**src/rtl/spi_pkg.sv**
```systemverilog
// Shared types for the parametrised SPI master: FSM state encoding and the
// latched clock-mode pair.
package spi_pkg;

    typedef enum logic [1:0] {
        IDLE  = 2'd0,
        LEAD  = 2'd1,
        XFER  = 2'd2,
        TRAIL = 2'd3
    } spi_state_e;

    typedef struct packed {
        logic cpol;
        logic cpha;
    } spi_mode_t;

    // Width of the down-counter that walks the 2*data_w sck half-periods.
    function automatic int edge_cnt_w(input int data_w);
        return $clog2(2 * data_w);
    endfunction

endpackage

```
**src/rtl/spi_baud_gen.sv**
```systemverilog
// Half-period timer: down-counter reloaded from div, one-cycle tick on
// terminal count, so ticks arrive every div+1 cycles while enabled.
module spi_baud_gen #(
    parameter int DIV_W = 8
) (
    input  logic             clk,
    input  logic             rst,
    input  logic             en,
    input  logic             load,
    input  logic [DIV_W-1:0] div,
    output logic             tick
);

    logic [DIV_W-1:0] cnt;

    always_ff @(posedge clk or negedge rst) begin
        if (!rst) begin
            cnt <= '0;
        end else if (load) begin
            cnt <= div;
        end else if (en) begin
            if (cnt == '0) begin
                cnt <= div;
            end else begin
                cnt <= cnt - DIV_W'(1);
            end
        end
    end

    assign tick = en && (cnt == '0);

endmodule

```
**src/rtl/spi_master_param.sv**
```systemverilog
// Parametrised SPI master: one-entry transmit holding buffer, CPOL/CPHA modes,
// LSB-first option, programmable half-period, one-hot-low slave selects.
//
// state | meaning
// IDLE  | ss_n high, sck = cpol; starts a frame when the holding buffer is full
// LEAD  | ss_n low, one half-period of setup before the first sck edge
// XFER  | 2*DATA_W half-periods, sck toggling at each boundary
// TRAIL | sck back at cpol, ss_n held low one half-period
module spi_master_param
    import spi_pkg::*;
#(
    parameter int DATA_W = 8,
    parameter int NUM_SS = 1,
    parameter int DIV_W  = 8,
    parameter int SEL_W  = (NUM_SS > 1) ? $clog2(NUM_SS) : 1
) (
    input  logic              clk,
    input  logic              rst,
    input  logic              spe,
    input  logic              cpol,
    input  logic              cpha,
    input  logic              lsbfe,
    input  logic [DIV_W-1:0]  baud_div,
    input  logic [DATA_W-1:0] tx_data,
    input  logic [SEL_W-1:0]  tx_sel,
    input  logic              tx_valid,
    output logic              tx_ready,
    output logic [DATA_W-1:0] rx_data,
    output logic              spif,
    output logic              busy,
    output logic              sck,
    output logic              mosi,
    input  logic              miso,
    output logic [NUM_SS-1:0] ss_n
);

    localparam int CNT_W = edge_cnt_w(DATA_W);
    localparam logic [CNT_W-1:0] LAST_EDGE = CNT_W'(2 * DATA_W - 1);

    spi_state_e        state, state_nxt;

    logic              buf_full;
    logic [DATA_W-1:0] buf_data;
    logic [SEL_W-1:0]  buf_sel;

    spi_mode_t         mode_q;
    logic              lsbfe_q;
    logic [DIV_W-1:0]  div_q;
    logic [SEL_W-1:0]  sel_q;
    logic [DATA_W-1:0] tx_sr;
    logic [DATA_W-1:0] rx_sr;
    logic [DATA_W-1:0] rx_q;
    logic [CNT_W-1:0]  rem;
    logic              sck_q;
    logic              mosi_q;
    logic              spif_q;

    logic              tick;
    logic [DIV_W-1:0]  baud_ld;
    logic              wr;
    logic              load;
    logic              sck_edge;
    logic              lead_edge;
    logic              shift_ev;
    logic              sample_ev;
    logic              frame_done;

    function automatic logic head_bit(input logic [DATA_W-1:0] d, input logic lsb_first);
        return lsb_first ? d[0] : d[DATA_W-1];
    endfunction

    function automatic logic [DATA_W-1:0] shift_out(input logic [DATA_W-1:0] d,
                                                    input logic lsb_first);
        return lsb_first ? {1'b0, d[DATA_W-1:1]} : {d[DATA_W-2:0], 1'b0};
    endfunction

    // While idle the timer is preloaded from the live divisor so LEAD starts
    // with a full half-period; during the frame it reloads from the latched copy.
    assign baud_ld = (state == IDLE) ? baud_div : div_q;

    spi_baud_gen #(.DIV_W(DIV_W)) u_baud (
        .clk  (clk),
        .rst  (rst),
        .en   (state != IDLE),
        .load (state == IDLE),
        .div  (baud_ld),
        .tick (tick)
    );

    assign wr         = tx_valid && !buf_full && spe;
    assign load       = (state == IDLE) && spe && buf_full;
    assign frame_done = spe && (state == TRAIL) && tick;

    // rem holds the number of sck edges still to come after the current one;
    // with 2*DATA_W-1 odd, a leading edge is one that leaves rem odd.
    assign sck_edge  = spe && tick && ((state == LEAD) || ((state == XFER) && (rem != '0)));
    assign lead_edge = (state == LEAD) || !rem[0];
    assign shift_ev  = sck_edge && (lead_edge == mode_q.cpha);
    assign sample_ev = sck_edge && (lead_edge != mode_q.cpha);

    always_ff @(posedge clk or negedge rst) begin
        if (!rst) begin
            state <= IDLE;
        end else begin
            state <= state_nxt;
        end
    end

    always_comb begin
        state_nxt = state;
        case (state)
            IDLE:    if (buf_full)              state_nxt = LEAD;
            LEAD:    if (tick)                  state_nxt = XFER;
            XFER:    if (tick && rem == '0)     state_nxt = TRAIL;
            TRAIL:   if (tick)                  state_nxt = IDLE;
            default:                            state_nxt = IDLE;
        endcase
        if (!spe) begin
            state_nxt = IDLE;
        end
    end

    always_comb begin
        ss_n     = '1;
        busy     = (state != IDLE) || spif_q;
        tx_ready = !buf_full;
        for (int i = 0; i < NUM_SS; i++) begin
            if ((state != IDLE) && (sel_q == SEL_W'(i))) begin
                ss_n[i] = 1'b0;
            end
        end
    end

    always_ff @(posedge clk or negedge rst) begin
        if (!rst) begin
            buf_full <= 1'b0;
            buf_data <= '0;
            buf_sel  <= '0;
        end else if (!spe || load) begin
            buf_full <= 1'b0;
        end else if (wr) begin
            buf_full <= 1'b1;
            buf_data <= tx_data;
            buf_sel  <= tx_sel;
        end
    end

    always_ff @(posedge clk or negedge rst) begin
        if (!rst) begin
            mode_q  <= '0;
            lsbfe_q <= 1'b0;
            div_q   <= '0;
            sel_q   <= '0;
            tx_sr   <= '0;
            mosi_q  <= 1'b0;
        end else if (load) begin
            mode_q  <= '{cpol: cpol, cpha: cpha};
            lsbfe_q <= lsbfe;
            div_q   <= baud_div;
            sel_q   <= buf_sel;
            // CPHA=0 needs the first bit on the line before the first sck edge.
            if (!cpha) begin
                mosi_q <= head_bit(buf_data, lsbfe);
                tx_sr  <= shift_out(buf_data, lsbfe);
            end else begin
                tx_sr  <= buf_data;
            end
        end else if (shift_ev) begin
            mosi_q <= head_bit(tx_sr, lsbfe_q);
            tx_sr  <= shift_out(tx_sr, lsbfe_q);
        end
    end

    always_ff @(posedge clk or negedge rst) begin
        if (!rst) begin
            rx_sr <= '0;
        end else if (sample_ev) begin
            rx_sr <= lsbfe_q ? {miso, rx_sr[DATA_W-1:1]} : {rx_sr[DATA_W-2:0], miso};
        end
    end

    always_ff @(posedge clk or negedge rst) begin
        if (!rst) begin
            rem <= '0;
        end else if ((state == LEAD) && tick) begin
            rem <= LAST_EDGE;
        end else if ((state == XFER) && tick && (rem != '0)) begin
            rem <= rem - CNT_W'(1);
        end
    end

    always_ff @(posedge clk or negedge rst) begin
        if (!rst) begin
            sck_q <= 1'b0;
        end else if (!spe || (state == IDLE)) begin
            sck_q <= cpol;
        end else if (state == TRAIL) begin
            sck_q <= mode_q.cpol;
        end else if (sck_edge) begin
            sck_q <= !sck_q;
        end
    end

    always_ff @(posedge clk or negedge rst) begin
        if (!rst) begin
            spif_q <= 1'b0;
            rx_q   <= '0;
        end else begin
            spif_q <= frame_done;
            if (frame_done) begin
                rx_q <= rx_sr;
            end
        end
    end

    assign sck     = sck_q;
    assign mosi    = mosi_q;
    assign spif    = spif_q;
    assign rx_data = rx_q;

endmodule

```
**config.mk**
```make
export PLATFORM = sky130hd
export DESIGN_NAME = spi_master_param
export DESIGN_NICKNAME = d
export VERILOG_FILES = /design/src/rtl/spi_pkg.sv /design/src/rtl/spi_baud_gen.sv /design/src/rtl/spi_master_param.sv
export SDC_FILE = /design/constraint.sdc
export NUM_CORES = 1
export LEC_CHECK = 0
export CORE_MARGIN = 3
export CORE_UTILIZATION = 56
export DETAILED_ROUTE_END_ITERATION = 10
export HOLD_SLACK_MARGIN = 0.1
export PLACE_DENSITY = 0.8
export RECOVER_POWER = 100
export SYNTH_ARGS = -nofsm -noshare
export SYNTH_HDL_FRONTEND = slang
export SYNTH_SLANG_ARGS = --single-unit
```
**constraint.sdc**
```tcl
create_clock -name clk -period 2.5 [get_ports clk]
set_clock_uncertainty 0.05 [all_clocks]
set_input_delay 0.375 -clock clk [delete_from_list [all_inputs] [get_ports clk]]
set_output_delay 0.375 -clock clk [all_outputs]
set_load 0.03 [all_outputs]
```
==> results.sh, run 1 <==
export IMPL_status="finished, violations left"
export IMPL_failed_checks="capacitance limit, slew limit"
export IMPL_syn_area_um2=3220
export IMPL_globalRouteTotalUtil=0.224
export IMPL_n_antenna_cell=0
export IMPL_critPathArrivalTime_ps=1980
export IMPL_synth_fp_nets=349
export IMPL_die_w_um=81.8
export IMPL_cts_buffer_depth=2
export IMPL_numPlacedInstances=419
export IMPL_grt_pass1_wl_um=11300
export IMPL_io_buffers=38
export IMPL_pin_count=39
export IMPL_setup_worst_path_end_class="output port"
export IMPL_leakage_nw=1.89
export IMPL_power_density_nw_per_um2=1020
export IMPL_critPathLaunchType="register"
export IMPL_dieArea_um2=6700
export IMPL_wl_per_cell_um=15.2
export IMPL_placed_cell_area_um2=3690
export IMPL_dr_pass1_iters=5
export IMPL_n_fill_cell=413
export IMPL_cts_buffers=9
export IMPL_synthFlopType="dfrtp_1"
export IMPL_fp_row_count=26
export IMPL_start_util=0.604
export IMPL_synth_cells=317
export IMPL_areaGrowthSynthToFinish_pct=21.9
export IMPL_worst_pin_slew_ps=1570
export IMPL_peakVddDrop_uv=601
export IMPL_rsz0062_at_grt="false"
export IMPL_die_h_um=81.8
export IMPL_async_flop_share=1.00
export IMPL_fin_crit_sh=0.961
export IMPL_critPathRequiredTime_ps=2080
export IMPL_clkLatencyLatePin_ps=330
export IMPL_final_core_util=0.736
export IMPL_final_common_cell="dfrtp_1"
export IMPL_fin_cells=440
export IMPL_drt_total_wl_um=6700
export IMPL_ys_warn_count=0
export IMPL_htree_levels=3
export IMPL_min_period_ps=2400
export IMPL_cts_tree="built"
export IMPL_clock_sinks=63
export IMPL_core_um2=5340
export IMPL_maxSlewHeadroom=-0.0461
export IMPL_synth_ff_latch_count=63
export IMPL_dp_hpwl_um=4550
export IMPL_antenna_left=0
export IMPL_critical_path_class="register to output port"
export IMPL_grt_pass1_vias=2377
export IMPL_final_area_um2=3930
export IMPL_grt_max_degree=64
export IMPL_drt_iter0_markers=115
export IMPL_clock_fmax_mhz=416
export IMPL_setup_viol_count_final=0
export IMPL_synth_avg_cell_area_um2=10.2
export IMPL_layout_nets=398
export IMPL_vias_per_cell=5.45
export IMPL_final_hold_viol_count=0
export IMPL_clk_pin_slew_worst_paths_ps=60
export IMPL_maxCapViolations=1
export IMPL_drive_gt1_frac=0.154
export IMPL_ys_seq_area_frac=0.490
export IMPL_synth_edff_count=0
export IMPL_gp_congestion=0.841
export IMPL_ys_types=47
export IMPL_cts_root_buf="clkbuf_8"
export IMPL_cts_resized=0
export IMPL_fin_tns_setup_ps=0
export IMPL_finalPower_mw=4.02
export IMPL_drc_errors=0
export IMPL_final_cell_mix="63 x dfrtp_1, 59 x nand2_1, 25 x mux2_2"
export IMPL_drv_slew=64
export IMPL_crit_fanout=4
export IMPL_antenna_found_initial=0
export IMPL_hold_class="register to register"
export IMPL_grt_overflow=0
export IMPL_vias=2397
[logic make-up (layout without fill, tap and decap cells)]
group	Yosys count	count (layout)	synth area share
AOI/OAI and AO/OA	52	52	0.100
xor gates and xnor gates	7	7	0.0190
adders and majority gates	7	7	0.0272
muxes	46	46	0.153
buffers and inverters	26	79	0.0365
and+or+nand+nor	116	116	0.175
DFF	63	63	0.490
[synth_stat cells, types with 2 or more instances]
cell | number | area share
and3_1 | 2 | 0.0039
nor3b_1 | 4 | 0.0093
nor2b_1 | 4 | 0.0078
dfrtp_1 | 63 | 0.49
a31oi_1 | 2 | 0.0039
inv_1 | 10 | 0.012
o21ai_1 | 3 | 0.0047
ha_1 | 7 | 0.027
xnor2_1 | 2 | 0.0054
a211oi_1 | 2 | 0.0047
nand3_1 | 7 | 0.011
mux2_2 | 25 | 0.087
or4_1 | 2 | 0.0047
nand2_1 | 59 | 0.069
nor2_1 | 20 | 0.023
nand4_1 | 2 | 0.0039
nand2b_1 | 4 | 0.0078
xor2_1 | 5 | 0.014
o21ai_0 | 19 | 0.030
a21oi_1 | 12 | 0.019
o31ai_1 | 3 | 0.0070
mux2i_1 | 21 | 0.065
clkbuf_1 | 11 | 0.013
a221o_1 | 4 | 0.012
buf_6 | 2 | 0.0070
[sequential cells by signal (all words and copies together) (netlist names)]
name        count
buf_data        8
div_q           8
rx_data         8
rx_sr           8
tx_sr           8
u_baud.cnt      8
rem             4
mode_q          2
state           2
buf_full        1
buf_sel         1
lsbfe_q         1
mosi            1
sck             1
sel_q           1
spif            1
[area by class of cell]
class	instances	area, um2	area share
Sequential cell	63	1580	0.402
Multi-Input combinational cell	228	1520	0.388
Timing Repair Buffer	54	470	0.120
Clock buffer	12	165	0.0421
Tap cell	70	87.6	0.0223
Clock inverter	3	65.1	0.0166
Inverter	10	37.5	0.00956
[report_power, final]
group | switching, mW | internal [mW]
Clock | 0.374 | 0.636
Combinational | 0.739 | 0.667
Sequential | 0.274 | 1.33
Total | 1.39 | 2.64
[path summary, 6_finish.rpt]
path / from / endpoint / slack [ps] / cells past startpoint
max in group asynchronous: rst / rx_sr[3] / 460 / 3
worst max register to register: u_baud.cnt[0] / tx_sr[6] / 160 / 8
worst min register to register: buf_sel / sel_q / 420 / 2
worst max-delay path: state[0] / ss_n / 100 / 4
min in group asynchronous: rst / div_q[7] / 1000 / 3
worst min-delay path: buf_sel / sel_q / 420 / 2
[stage by stage]
| step | hold slack (ps) | setup WS, ps |
|---|---|---|
| after floorplan | 29.4 | 418 |
| after global placement | 365 | 210 |
| after detailed placement | 365 | 127 |
| after CTS | 416 | 62.3 |
| after global routing | 435 | 15.1 |
| final | 418 | 97.6 |
[per-layer routing]
| metal | part of all wire | GRT usage |
|---|---|---|
| met1 | 0.46 | 0.289 |
| met2 | 0.49 | 0.366 |
| met3 | 0.039 | 0.0636 |
| met4 | 0.0090 | 0.0714 |
| met5 | 0 | 0 |
[what timing repair did]
action                                  CTS  global route
hold buffers                              1             0
hold endpoints to repair                 63             0
buffers inserted                          0             5
endpoints found under the setup margin    0             1
[worst max-delay path, stage by stage (launching register included)]
cell,delay [ps]
dfrtp_1,400
inv_1,90
ha_1,270
or2_2,310
clkdlybuf4s50_1,590
No activity file was read; power rests on OpenSTA's default activity.
==> run 2, diff against run 1 <==
--- a/config.mk
+++ b/config.mk
@@ -7,6 +7,7 @@
 export LEC_CHECK = 0
 export CORE_MARGIN = 3
 export CORE_UTILIZATION = 56
+export CTS_CLUSTER_DIAMETER = 100
 export DETAILED_ROUTE_END_ITERATION = 10
 export HOLD_SLACK_MARGIN = 0.1
 export PLACE_DENSITY = 0.8
==> results of run 2 <==
Final layout, timing and power as in run 1 (identical DEF).
